--- src/rtl/shift_register_sequencer.sv ---
// shift_register_sequencer
//   Loads words into an external serial-in/parallel-out shift register
//   MSB-first, one bit per clock. After WIDTH shifts it compares the
//   register's parallel output with the word sent and reports done/match.
//
// Ports:
//   clk, rst       rising-edge clock, synchronous active-high reset
//   in_valid/in_ready/in_data   word handshake (ready only while idle)
//   serial_out     registered bit driven into the shift register
//   shift_active   high while frame bits are on serial_out
//   parallel_in    shift register parallel output
//   busy           high whenever a frame is in flight
//   done           one-cycle pulse when the frame check completes
//   match          check result, held until the next done
//   err_cnt        saturating mismatch counter (SHIFT_SEQ_ERR_CNT_EN only)
//
// Optional feature macro: SHIFT_SEQ_ERR_CNT_EN
module shift_register_sequencer #(
    parameter int unsigned WIDTH      = 8,
    parameter logic        IDLE_LEVEL = 1'b0
) (
    input  logic             clk,
    input  logic             rst,
`ifdef SHIFT_SEQ_ERR_CNT_EN
    output logic [7:0]       err_cnt,
`endif
    input  logic             in_valid,
    output logic             in_ready,
    input  logic [WIDTH-1:0] in_data,
    output logic             serial_out,
    output logic             shift_active,
    input  logic [WIDTH-1:0] parallel_in,
    output logic             busy,
    output logic             done,
    output logic             match
);

    localparam int unsigned CNT_W = $clog2(WIDTH);

    typedef enum logic [1:0] {
        ST_IDLE,
        ST_SHIFT,
        ST_CHECK
    } state_e;

    state_e           state_q, state_d;
    logic [CNT_W-1:0] cnt_q, cnt_d;
    logic [WIDTH-1:0] word_q, word_d;
    logic             serial_q, serial_d;
    logic             active_q, active_d;
    logic             ready_q, ready_d;
    logic             busy_q, busy_d;
    logic             done_q, done_d;
    logic             match_q, match_d;

    // State register
    always_ff @(posedge clk) begin
        if (rst) begin
            state_q  <= ST_IDLE;
            cnt_q    <= '0;
            word_q   <= '0;
            serial_q <= IDLE_LEVEL;
            active_q <= 1'b0;
            ready_q  <= 1'b1;
            busy_q   <= 1'b0;
            done_q   <= 1'b0;
            match_q  <= 1'b0;
        end else begin
            state_q  <= state_d;
            cnt_q    <= cnt_d;
            word_q   <= word_d;
            serial_q <= serial_d;
            active_q <= active_d;
            ready_q  <= ready_d;
            busy_q   <= busy_d;
            done_q   <= done_d;
            match_q  <= match_d;
        end
    end

    // Next-state and output logic
    always_comb begin
        state_d  = state_q;
        cnt_d    = cnt_q;
        word_d   = word_q;
        serial_d = serial_q;
        active_d = active_q;
        done_d   = 1'b0;
        match_d  = match_q;

        case (state_q)
            ST_IDLE: begin
                if (in_valid) begin
                    word_d   = in_data;
                    cnt_d    = CNT_W'(WIDTH - 1);
                    serial_d = in_data[WIDTH-1];
                    active_d = 1'b1;
                    state_d  = ST_SHIFT;
                end
            end
            ST_SHIFT: begin
                // cnt indexes the bit currently on serial_out; 0 means the LSB is out
                if (cnt_q != '0) begin
                    cnt_d    = cnt_q - CNT_W'(1);
                    serial_d = word_q[cnt_d];
                end else begin
                    serial_d = IDLE_LEVEL;
                    active_d = 1'b0;
                    state_d  = ST_CHECK;
                end
            end
            ST_CHECK: begin
                // register now holds the full frame shifted in on the previous edge
                match_d = (parallel_in == word_q);
                done_d  = 1'b1;
                state_d = ST_IDLE;
            end
            default: begin
                state_d = ST_IDLE;
            end
        endcase

        ready_d = (state_d == ST_IDLE);
        busy_d  = (state_d != ST_IDLE);
    end

    assign in_ready     = ready_q;
    assign busy         = busy_q;
    assign serial_out   = serial_q;
    assign shift_active = active_q;
    assign done         = done_q;
    assign match        = match_q;

`ifdef SHIFT_SEQ_ERR_CNT_EN
    logic [7:0] err_q, err_d;

    // Saturating count of failed frame checks
    always_comb begin
        err_d = err_q;
        if ((state_q == ST_CHECK) && (parallel_in != word_q) && (err_q != 8'hFF)) begin
            err_d = err_q + 8'd1;
        end
    end

    always_ff @(posedge clk) begin
        if (rst) begin
            err_q <= '0;
        end else begin
            err_q <= err_d;
        end
    end

    assign err_cnt = err_q;
`else
    // No mismatch counter in this build.
`endif

endmodule

--- config.mk ---
export PLATFORM = sky130hd
export DESIGN_NAME = shift_register_sequencer
export DESIGN_NICKNAME = d
export VERILOG_FILES = /design/src/rtl/shift_register_sequencer.sv
export SDC_FILE = /design/constraint.sdc
export NUM_CORES = 1
export LEC_CHECK = 0
export ABC_AREA = 0
export CORE_UTILIZATION = 31
export DETAILED_ROUTE_END_ITERATION = 6
export PLACE_DENSITY = 0.54
export SYNTH_ARGS = -nofsm -noshare
export SYNTH_HDL_FRONTEND = slang
export SYNTH_SLANG_ARGS = --single-unit
--- constraint.sdc ---
create_clock -name clk -period 2.3 [get_ports clk]
set_input_delay 0.345 -clock clk [delete_from_list [all_inputs] [get_ports clk]]
set_output_delay 0.345 -clock clk [all_outputs]
set_load 0.02 [all_outputs]
Word-level counts from Yosys, hierarchy flattened:

Cells that the tools add are included.

* add/subtract/negate cells: 1
* $lt $le $gt $ge: 1
* eq/ne operators: 6
* muxes and demuxes: 15
* reductions and logical operators: 9

Operators by type and width (count)
* 8-bit equality test: 1
* 1-bit 2-to-1 mux: 6
* 3-bit 2-to-1 mux: 2
* 2-bit inequality test (second input constant): 3
* 3-bit case mux with 2 select lines: 1
* 3-bit AND reduction: 2
* 2-bit zero test: 2
* 3-bit by 4-bit < comparator with 1-bit output (second input constant): 1
* 2-bit 2-to-1 mux: 2
* 1-bit case mux with 2 select lines: 2
* 2-bit case mux with 2 select lines: 1
* 2-bit AND reduction: 2
* 2-bit nonzero test: 2
* 1-bit binary-select mux with 3-bit select: 1
* 3-bit nonzero test: 1
* 3-bit by 1-bit subtractor with 3-bit output (second input constant): 1
* 2-bit by 1-bit equality test with 1-bit output (second input constant): 1
* 2-bit equality test (second input constant): 1

* flip-flop bits (word level): 19
* bits of input ports: 19

Depth between registers and ports, before layout:

Gate-level depths: netlist of the first run.

* depth after elaboration: 5
* depth in mapped cells: 6

Worst setup path before layout of the first run:

No wires, ideal clock.

* path kind: register to register
* from: reg cnt_q[0]
* to: reg serial_q, in the netlist serial_out
* data arrival time: 1613 ps
* setup slack: 559 ps
* stages on the path, launching flop included: 7
* path buffers: 0
* period minus slack after synthesis: 1741 ps
* path through: dfxtp_1 inv_1 ha_1 mux4_1 mux2_2 a222oi_1 nor2_1

* word-level cells in the longest chain between the ends: 5
* elaborated cells between the ends (all ways): 6
* those cells by class: add/sub: 1; mux: 4; reduce/logical: 1

Ends and longest elaborated chain
* from (decl): RTL line 47 `logic [CNT_W-1:0] cnt_q, cnt_d;`
* from (signal assigned): RTL line 70 `cnt_q <= cnt_d;`
* 3-bit by 1-bit subtractor with 3-bit output: RTL line 104 `cnt_d = cnt_q - CNT_W'(1);`
* 1-bit binary-select mux with 3-bit select: RTL line 105 `serial_d = word_q[cnt_d];`
* 1-bit 2-to-1 mux (implied by the code): RTL line 105
* 1-bit 2-to-1 mux (*): RTL line 103 `if (cnt_q != '0) begin`
* 1-bit case mux with 2 select lines (*): RTL line 91 `case (state_q)`
* to (signal assigned): RTL line 72 `serial_q <= serial_d;`
* to (decl): RTL line 49 `logic serial_q, serial_d;`

Mark *: on every way between the ends. The rest lies on a longest branch, timed or not. The select of a mux whose other input is x is not followed.
A chain may end at the register's enable or synchronous reset.

Worst setup path in the final report of the first run:

Ends and elaborated chain as after synthesis.

==> flow_summary.json, run 1 <==
{
  "status": "completed",
  "path_clk_slew_ns": 0.10,
  "syn_nets": 107,
  "synth_edf_count": 0,
  "synth_flop_cell": "dfxtp_1",
  "powerDensity_nw_per_um2": 649,
  "swShare_pct": 28.3,
  "clkSinkCount": 19,
  "fin_crit_ns": 1.87,
  "grt_max_degree": 12,
  "drc": 0,
  "wl_per_cell_um": 12.2,
  "path_max_fanout": 5,
  "nets": 135,
  "die_y_um": 54.8,
  "total_power_uw": 761,
  "cp.arrival_ns": 2.05,
  "r2r_slack_ns": 0.43,
  "fin_tns_setup_ns": 0,
  "dp_hpwl_um": 1360,
  "wl_um": 1750,
  "die_x_um": 54.8,
  "num_io_pins": 25,
  "hold_path_startpoint": "match$_SDFFE_PP0P_",
  "core_sq_um": 2540,
  "clock_path_buffers": 2,
  "ys_ff_latch": 19,
  "antenna_left": 0,
  "critPathKind": "reg2reg",
  "hp-class": "reg2reg",
  "start_kind": "flop",
  "clkLatencyLatePin_ns": 0.29,
  "startpoint": "cnt_q[0]$_SDFFE_PP0P_",
  "dr.pass1.iters": 4,
  "io_buffers": 24,
  "power_frac_comb_pct": 27.1,
  "layout-drive-gt1-share_pct": 5.31,
  "area_growth_pct": 35.5,
  "async_reset_ff_share_pct": 0,
  "num_antenna_cells": 0,
  "p_switching_uw": 215,
  "timing.rr.start": "cnt_q[0]$_SDFFE_PP0P_",
  "pwr-share-clk_pct": 21.8,
  "synthCells": 86,
  "max_freq_ghz": 0.534,
  "yosysWarningCount": 0,
  "fin_crit_sh_pct": 81.5,
  "fill_cells": 261,
  "worstPathRequired_ns": 2.48,
  "worstMarginPinSlew_ns": 0.431,
  "grt_antenna_before_repair": 0,
  "synth.avg_cell_area_sq_um": 10.1,
  "clock-skew-final_ns": 0.00418,
  "finalSetupViolations": 0,
  "finalHoldViolCount": 0,
  "ctsHtreeMaxLevel": 1,
  "ys_types": 25,
  "setup.worst_path.end_class": "flop",
  "initial_utilization_pct": 34.0,
  "maxSlewHeadroom_pct": 71.2,
  "ys_seq_area_share_pct": 44.0,
  "first_global_vias": 680,
  "synth_area_sq_um": 865,
  "drt_iter0_drc": 5,
  "place.gp.congestion": 0.724,
  "grt_remaining_overflow": 0,
  "p_seq_share_pct": 51.1,
  "cts_resized": 0,
  "cts_tree": "built",
  "rsz0062_at_grt": "no",
  "postCtsSetupBuffers": 0,
  "postCtsHoldBufs": 0,
  "clockRootBuffer": "clkbuf_4",
  "vias_per_cell": 4.83,
  "numCtsBuffers": 3,
  "holdWs_ns": 0.496,
  "intPower_uw": 546,
  "irDropWorstVdd_mv": 0.458,
  "dieArea_sq_um": 3000,
  "grtUsageTotal_pct": 14.4,
  "cap_violations": 0,
  "grt_pass1_wl_um": 2950,
  "vias": 690,
  "p_leak_uw": 0.000465,
  "fp-row-count": 18,
  "slew_viol_final": 0
}
## flip-flops by register name, indices dropped and copies added (netlist names)
name          cells
busy              1
cnt_q             3
done              1
in_ready          1
match             1
serial_out        1
shift_active      1
state_q           2
word_q            8
## area by class of cell
cell class | instances | area [sq um] | share of cell area (%)
clock buffer | 4 | 26.3 | 2.24
sequential | 19 | 380 | 32.5
timing repair buffer | 26 | 255 | 21.8
multi-input combinational | 60 | 457 | 39.0
tap | 30 | 37.5 | 3.21
inverter | 4 | 15.0 | 1.28
## cells in the final DEF (no fill, tap or decap), types with 2 or more instances in the layout
cell type        instances
nor2_1                  12
clkdlybuf4s50_1         24
o21ai_0                  3
mux2i_1                  8
nor3_1                   3
a21oi_1                  2
mux4_1                   2
a211oi_1                 2
nor2b_1                  2
buf_4                    2
xor2_1                   4
nand2b_1                 3
clkbuf_4                 3
nand3_1                  2
xnor2_1                  5
inv_1                    4
ha_1                     2
o21bai_1                 3
dfxtp_1                 19
## power by group through the flow
stage | registers [uW] | logic, uW | clock network (uW)
final | 389 | 206 | 165
after global routing | 395 | 229 | 186
after CTS | 389 | 208 | 173
after detailed placement | 397 | 207 | 0
after global placement | 396 | 204 | 0
after floorplan | 399 | 126 | 0
## critical path, stage by stage (launching register included)
cell      delay [ns]
dfxtp_1         0.43
inv_1           0.09
ha_1            0.33
mux4_1          0.28
mux2_2          0.27
a222oi_1        0.30
nor2_1          0.06
## through the flow
step | area [sq um] | setup slack, ns | util (%) | std cells
2_1_floorplan | 865 | 0.559 | - | 86
3_3_place_gp | 1140 | 0.495 | 45.0 | 139
3_5_place_dp | 1140 | 0.446 | 45.0 | 139
4_1_cts | 1170 | 0.426 | 46.0 | 143
5_1_grt | 1170 | 0.289 | 46.0 | 143
6_report | 1170 | 0.426 | 46.0 | 143
## metal layers
layer	vias to the layer above	GRT usage [%]	share of wire, %
met4	0	3.85	0.69
li1	355	-	-
met2	18	25.5	50
met3	2	6.11	4.9
met1	315	15.3	44
met5	-	0	0
## cell families after synthesis
logic type,after synthesis,synth area share (%)
and+or+nand+nor,26,15.1
DFF,19,44.0
AOI/OAI and AO/OA,12,9.12
muxes,11,16.6
xor gates and xnor gates,9,9.12
buffers and inverters,7,3.18
adders and majority gates,2,2.89
## path summary, 6_finish.rpt
kind                             endpoint  depth (start not counted)
setup / recovery  serial_out$_SDFFE_PP0P_                          6
hold / removal         match$_SDFFE_PP0P_                          2
setup reg to reg  serial_out$_SDFFE_PP0P_                          6
hold reg to reg        match$_SDFFE_PP0P_                          2
## synth_stat cells, types with 2 or more instances
library cell	number	area, sq um
a211oi_1	2	15.0
a21oi_1	2	10.0
clkbuf_1	2	7.51
dfxtp_1	19	380
ha_1	2	25.0
inv_1	4	15.0
mux2i_1	8	80.1
mux4_1	2	52.6
nand2b_1	3	18.8
nand3_1	2	10.0
nor2_1	12	45.0
nor2b_1	2	12.5
nor3_1	3	15.0
o21ai_0	3	15.0
o21bai_1	3	22.5
xnor2_1	5	43.8
xor2_1	4	35.0
(Power assumes the default switching activity.)
==> run 2, diff against run 1 <==
==> constraint.sdc (replaced) <==
create_clock -name clk -period 1.9 [get_ports clk]
set_input_delay 0.285 -clock clk [delete_from_list [all_inputs] [get_ports clk]]
set_output_delay 0.285 -clock clk [all_outputs]
set_load 0.02 [all_outputs]
==> run 2 against run 1 <==
Count of clock-buffer cells in the layout is the same. Worst setup slack lost 0.30 ns. Worst hold slack lost 0.017 ns. Fmax grew 5.3%. Sequential share of layout area shrank 0.13 points. Final cell count is the same. Register-to-register slack lost 0.30 ns. Total power grew 23%. Sequential power grew 21%. Die area is the same. Largest cell class unchanged. Largest power group unchanged.
==> flow_summary.json, run 2 (synthesized netlist as in run 1, its figures left out) <==
{
  "status": "completed",
  "path_max_fanout": 5,
  "top_regs": "word_q: 8 flops, cnt_q: 3 flops, state_q: 2 flops",
  "p_leak_uw": 0.000467,
  "cts_resized": 1,
  "dp_hpwl_um": 1340,
  "finalSetupViolations": 0,
  "clockRootBuffer": "clkbuf_4",
  "grt_remaining_overflow": 0,
  "max_freq_ghz": 0.562,
  "swShare_pct": 28.5,
  "r2r_slack_ns": 0.12,
  "p_switching_uw": 267,
  "clkSinkCount": 19,
  "initial_utilization_pct": 34.0,
  "worstHoldPathCells": 1,
  "largest-register": "word_q",
  "core_sq_um": 2540,
  "slew_viol_final": 0,
  "fin_crit_sh_pct": 93.6,
  "fp-row-count": 18,
  "grt_pass1_wl_um": 2750,
  "cp.arrival_ns": 1.96,
  "postCtsHoldBufs": 0,
  "die_x_um": 54.8,
  "dr.pass1.iters": 6,
  "powerDensity_nw_per_um2": 789,
  "power_frac_comb_pct": 28.2,
  "fin_tns_setup_ns": 0,
  "setup.worst_path.end_class": "flop",
  "rr_worst_depth": 6,
  "io_buffers": 24,
  "path_clk_slew_ns": 0.11,
  "clkLatencyLatePin_ns": 0.29,
  "maxSlewHeadroom_pct": 65.3,
  "use_met3_pct": 5.83,
  "final_common_cell": "clkdlybuf4s50_1",
  "vias": 687,
  "intPower_uw": 670,
  "wl_per_cell_um": 12.0,
  "r2r_end": "serial_out$_SDFFE_PP0P_",
  "fin_crit_ns": 1.78,
  "largest_reg_flops": 8,
  "p_seq_share_pct": 50.3,
  "critPathKind": "reg2reg",
  "grt_max_degree": 12,
  "num_antenna_cells": 0,
  "nets": 135,
  "min_to": "cnt_q[0]$_SDFFE_PP0P_",
  "irDropWorstVdd_mv": 0.463,
  "start_kind": "flop",
  "first_global_vias": 676,
  "ctsHtreeMaxLevel": 1,
  "vias_per_cell": 4.80,
  "clock-skew-final_ns": 0.00369,
  "worstMarginPinSlew_ns": 0.521,
  "timing.rr.start": "cnt_q[0]$_SDFFE_PP0P_",
  "grtUsageTotal_pct": 13.5,
  "wl_um": 1720,
  "antenna_left": 0,
  "busiest_layer": "met2",
  "grt_antenna_before_repair": 0,
  "num_io_pins": 25,
  "drc": 0,
  "grt_util_met1_pct": 14.2,
  "postCtsSetupBuffers": 0,
  "total_power_uw": 937,
  "place.gp.congestion": 0.754,
  "final_cell_mix": "clkdlybuf4s50_1, dfxtp_1, nor2_1",
  "die_y_um": 54.8,
  "pwr-share-clk_pct": 21.5,
  "grtUsageMet2_pct": 24.5,
  "finalHoldViolCount": 0,
  "cts_tree": "built",
  "hold_path_startpoint": "cnt_q[0]$_SDFFE_PP0P_",
  "clock_path_buffers": 2,
  "worstPathRequired_ns": 2.08,
  "area_growth_pct": 37.3,
  "hp-class": "reg2reg",
  "rsz0062_at_grt": "no",
  "drt_iter0_drc": 24,
  "layout-drive-gt1-share_pct": 7.08,
  "numCtsBuffers": 3,
  "dieArea_sq_um": 3000,
  "cap_violations": 0
}
run 2: final cells by class:
type	count	area, sq um
tap	30	37.5
fill	271	1360
clock buffer	4	26.3
sequential	19	384
timing repair buffer	26	255
inverter	4	15.0
multi-input combinational	60	469
run 2: worst max path at each step:
| stage | from | end | slack (ns) | depth (start not counted) |
|---|---|---|---|---|
| after floorplan | cnt_q[0]$_SDFFE_PP0P_ | serial_out$_SDFFE_PP0P_ | 0.16 | 6 |
| after global placement | cnt_q[0]$_SDFFE_PP0P_ | serial_out$_SDFFE_PP0P_ | 0.03 | 6 |
| after detailed placement | cnt_q[0]$_SDFFE_PP0P_ | serial_out$_SDFFE_PP0P_ | 0.01 | 6 |
| after CTS | cnt_q[0]$_SDFFE_PP0P_ | serial_out$_SDFFE_PP0P_ | 0.07 | 6 |
| after global routing | cnt_q[0]$_SDFFE_PP0P_ | serial_out$_SDFFE_PP0P_ | 0.04 | 6 |
| final | cnt_q[0]$_SDFFE_PP0P_ | serial_out$_SDFFE_PP0P_ | 0.12 | 6 |
run 2: power groups by stage:
stage | sequential (uW) | combinational [uW] | clock [uW]
after floorplan | 483 | 153 | 0
after global placement | 480 | 247 | 0
after detailed placement | 480 | 251 | 0
after CTS | 471 | 252 | 214
after global routing | 477 | 292 | 225
final | 471 | 264 | 202
run 2: critical path: stages (launching register included):
cell,delay [ns]
dfxtp_4,0.39
inv_1,0.08
ha_1,0.23
xnor2_1,0.23
mux2_2,0.37
a222oi_1,0.30
nor2_1,0.06
run 2: layer usage:
metal | wire length [um] | part of all wire [%] | vias to the layer above
met1 | 767 | 45 | 307
met4 | 14 | 0.81 | 0
met2 | 855 | 50 | 22
li1 | - | - | 356
met3 | 84 | 4.9 | 2
met5 | 0 | 0 | -
run 2: through the flow:
step / hold WS, ns / std cells / util, % / worst slack [ns] / area (sq um)
after floorplan: 0.432 / 86 / - / 0.159 / 865
after global placement: 0.473 / 139 / 45.0 / 0.0293 / 1140
after detailed placement: 0.475 / 139 / 45.0 / 0.0145 / 1140
after CTS: 0.501 / 143 / 46.1 / 0.0670 / 1170
after global routing: 0.508 / 143 / 46.7 / 0.0390 / 1190
final: 0.480 / 143 / 46.7 / 0.121 / 1190
==> run 3, diff against run 2 <==
--- a/config.mk
+++ b/config.mk
@@ -8,7 +8,6 @@
 export ABC_AREA = 0
 export CORE_UTILIZATION = 31
 export DETAILED_ROUTE_END_ITERATION = 6
-export PLACE_DENSITY = 0.54
 export SYNTH_ARGS = -nofsm -noshare
 export SYNTH_HDL_FRONTEND = slang
 export SYNTH_SLANG_ARGS = --single-unit
==> constraint.sdc (replaced) <==
create_clock -name clk -period 2.3 [get_ports clk]
set_input_delay 0.345 -clock clk [delete_from_list [all_inputs] [get_ports clk]]
set_output_delay 0.345 -clock clk [all_outputs]
set_load 0.02 [all_outputs]
==> run 3 against run 2 <==
Total power is 19% lower. Critical path depth stayed put. Wire length is 4.9% lower. Sequential power is 18% lower. Highest routed layer unchanged. Utilization is 0.64 points lower. Final cell count stayed put. Sequential share of layout area is 0.13 points higher. Count of clock-buffer cells in the layout stayed put. Worst setup slack better by 0.28 ns. Design area is 1.4% lower. Via count is 1.7% higher. Die area stayed put.
==> flow_summary.json, run 3 (synthesized netlist as in run 1, its figures left out) <==
{
  "drt_iter0_drc": 10,
  "dr.pass1.iters": 5,
  "top_regs": "word_q: 8 flops, cnt_q: 3 flops, state_q: 2 flops",
  "ctsHtreeMaxLevel": 1,
  "core_sq_um": 2540,
  "clkSinkCount": 19,
  "maxSlewHeadroom_pct": 72.2,
  "dp_hpwl_um": 1320,
  "layout-drive-gt1-share_pct": 5.31,
  "powerDensity_nw_per_um2": 645,
  "dp.cells": 139,
  "fill_cells": 260,
  "final_common_cell": "clkdlybuf4s50_1",
  "wl_um": 1640,
  "io_buffers": 24,
  "final_cell_mix": "clkdlybuf4s50_1, dfxtp_1, nor2_1",
  "finalHoldViolCount": 0,
  "path_max_fanout": 5,
  "num_io_pins": 25,
  "numCtsBuffers": 3,
  "clockRootBuffer": "clkbuf_4",
  "grt_antenna_before_repair": 0,
  "drc": 0,
  "setup.worst_path.end_class": "flop",
  "irDropWorstVdd_mv": 0.347,
  "hp-class": "reg2reg",
  "timing.rr.start": "cnt_q[0]$_SDFFE_PP0P_",
  "wl_per_cell_um": 11.5,
  "fp-row-count": 18,
  "worstPathRequired_ns": 2.48,
  "fin_crit_sh_pct": 82.3,
  "grt_remaining_overflow": 0,
  "rsz0062_at_grt": "no",
  "grt_max_degree": 12,
  "largest-register": "word_q",
  "place.gp.congestion": 0.773,
  "clock_path_buffers": 2,
  "clock-skew-final_ns": 0.00106,
  "startpoint": "cnt_q[0]$_SDFFE_PP0P_",
  "num_antenna_cells": 0,
  "critPathKind": "reg2reg",
  "first_global_vias": 692,
  "die_y_um": 54.8,
  "clkLatencyLatePin_ns": 0.29,
  "hold_path_startpoint": "match$_SDFFE_PP0P_",
  "dieArea_sq_um": 3000,
  "slew_viol_final": 0,
  "antenna_left": 0,
  "cts_tree": "built",
  "status": "completed",
  "p_leak_uw": 0.000465,
  "postCtsSetupBuffers": 0,
  "largest_reg_flops": 8,
  "worstMarginPinSlew_ns": 0.416,
  "initial_utilization_pct": 34.0,
  "total_power_uw": 755,
  "cp.arrival_ns": 2.07,
  "cts_resized": 0,
  "start_kind": "flop",
  "path_clk_slew_ns": 0.10,
  "cap_violations": 0,
  "vias": 699,
  "finalSetupViolations": 0,
  "fin_tns_setup_ns": 0,
  "fin_crit_ns": 1.89,
  "seq_area_sq_um": 380,
  "vias_per_cell": 4.89,
  "multi_input_area_sq_um": 457,
  "fin_cells": 143,
  "grtUsageTotal_pct": 14.0,
  "area_growth_pct": 35.5,
  "nets": 135,
  "postCtsHoldBufs": 0,
  "grt_pass1_wl_um": 2930,
  "die_x_um": 54.8,
  "max_freq_ghz": 0.528
}
run 3: cell counts in the layout (fill, tap and decap cells not counted):
Identical to the previous run, type by type.
run 3: report_power, final:
part	leakage, uW	total (uW)	switching [uW]	internal (uW)
Combinational	0.000294	204	86.2	118
Sequential	0.000157	388	27.8	360
Clock	0.0000150	164	96.1	67.5
Total	0.000465	755	210	545
run 3: routing by layer:
layer	share of wire, %	track usage [%]	routed length (um)
met1	47	16.8	764
met2	47	23.3	765
met3	4.9	2.50	80
met4	1.8	7.69	29
met5	0	0	0
run 3: per-stage QoR:
step	instance area, sq um	utilization (%)	worst slack [ns]	hold WS, ns
after global placement	1140	45.0	0.483	0.477
after floorplan	865	-	0.559	0.467
after global routing	1170	46.0	0.262	0.555
final	1170	46.0	0.406	0.493
after CTS	1170	46.0	0.402	0.499
after detailed placement	1140	45.0	0.432	0.476
run 3: worst max-delay path, stage by stage (launching register included):
cell and delay, ns:
dfxtp_1 0.43, inv_1 0.09, ha_1 0.33, mux4_1 0.29, mux2_2 0.28, a222oi_1 0.29
nor2_1 0.06
run 3: layout make-up:
class	count	share of cell area (%)
Multi-Input combinational cell	60	39.0
Timing Repair Buffer	26	21.8
Clock buffer	4	2.24
Inverter	4	1.28
Sequential cell	19	32.5
Tap cell	30	3.21
run 3: worst paths after layout:
| check | end | slack (ns) | depth (start not counted) |
|---|---|---|---|
| setup / recovery | serial_out$_SDFFE_PP0P_ | 0.41 | 6 |
| hold / removal | match$_SDFFE_PP0P_ | 0.49 | 2 |
| setup reg to reg | serial_out$_SDFFE_PP0P_ | 0.41 | 6 |
| hold reg to reg | match$_SDFFE_PP0P_ | 0.49 | 2 |
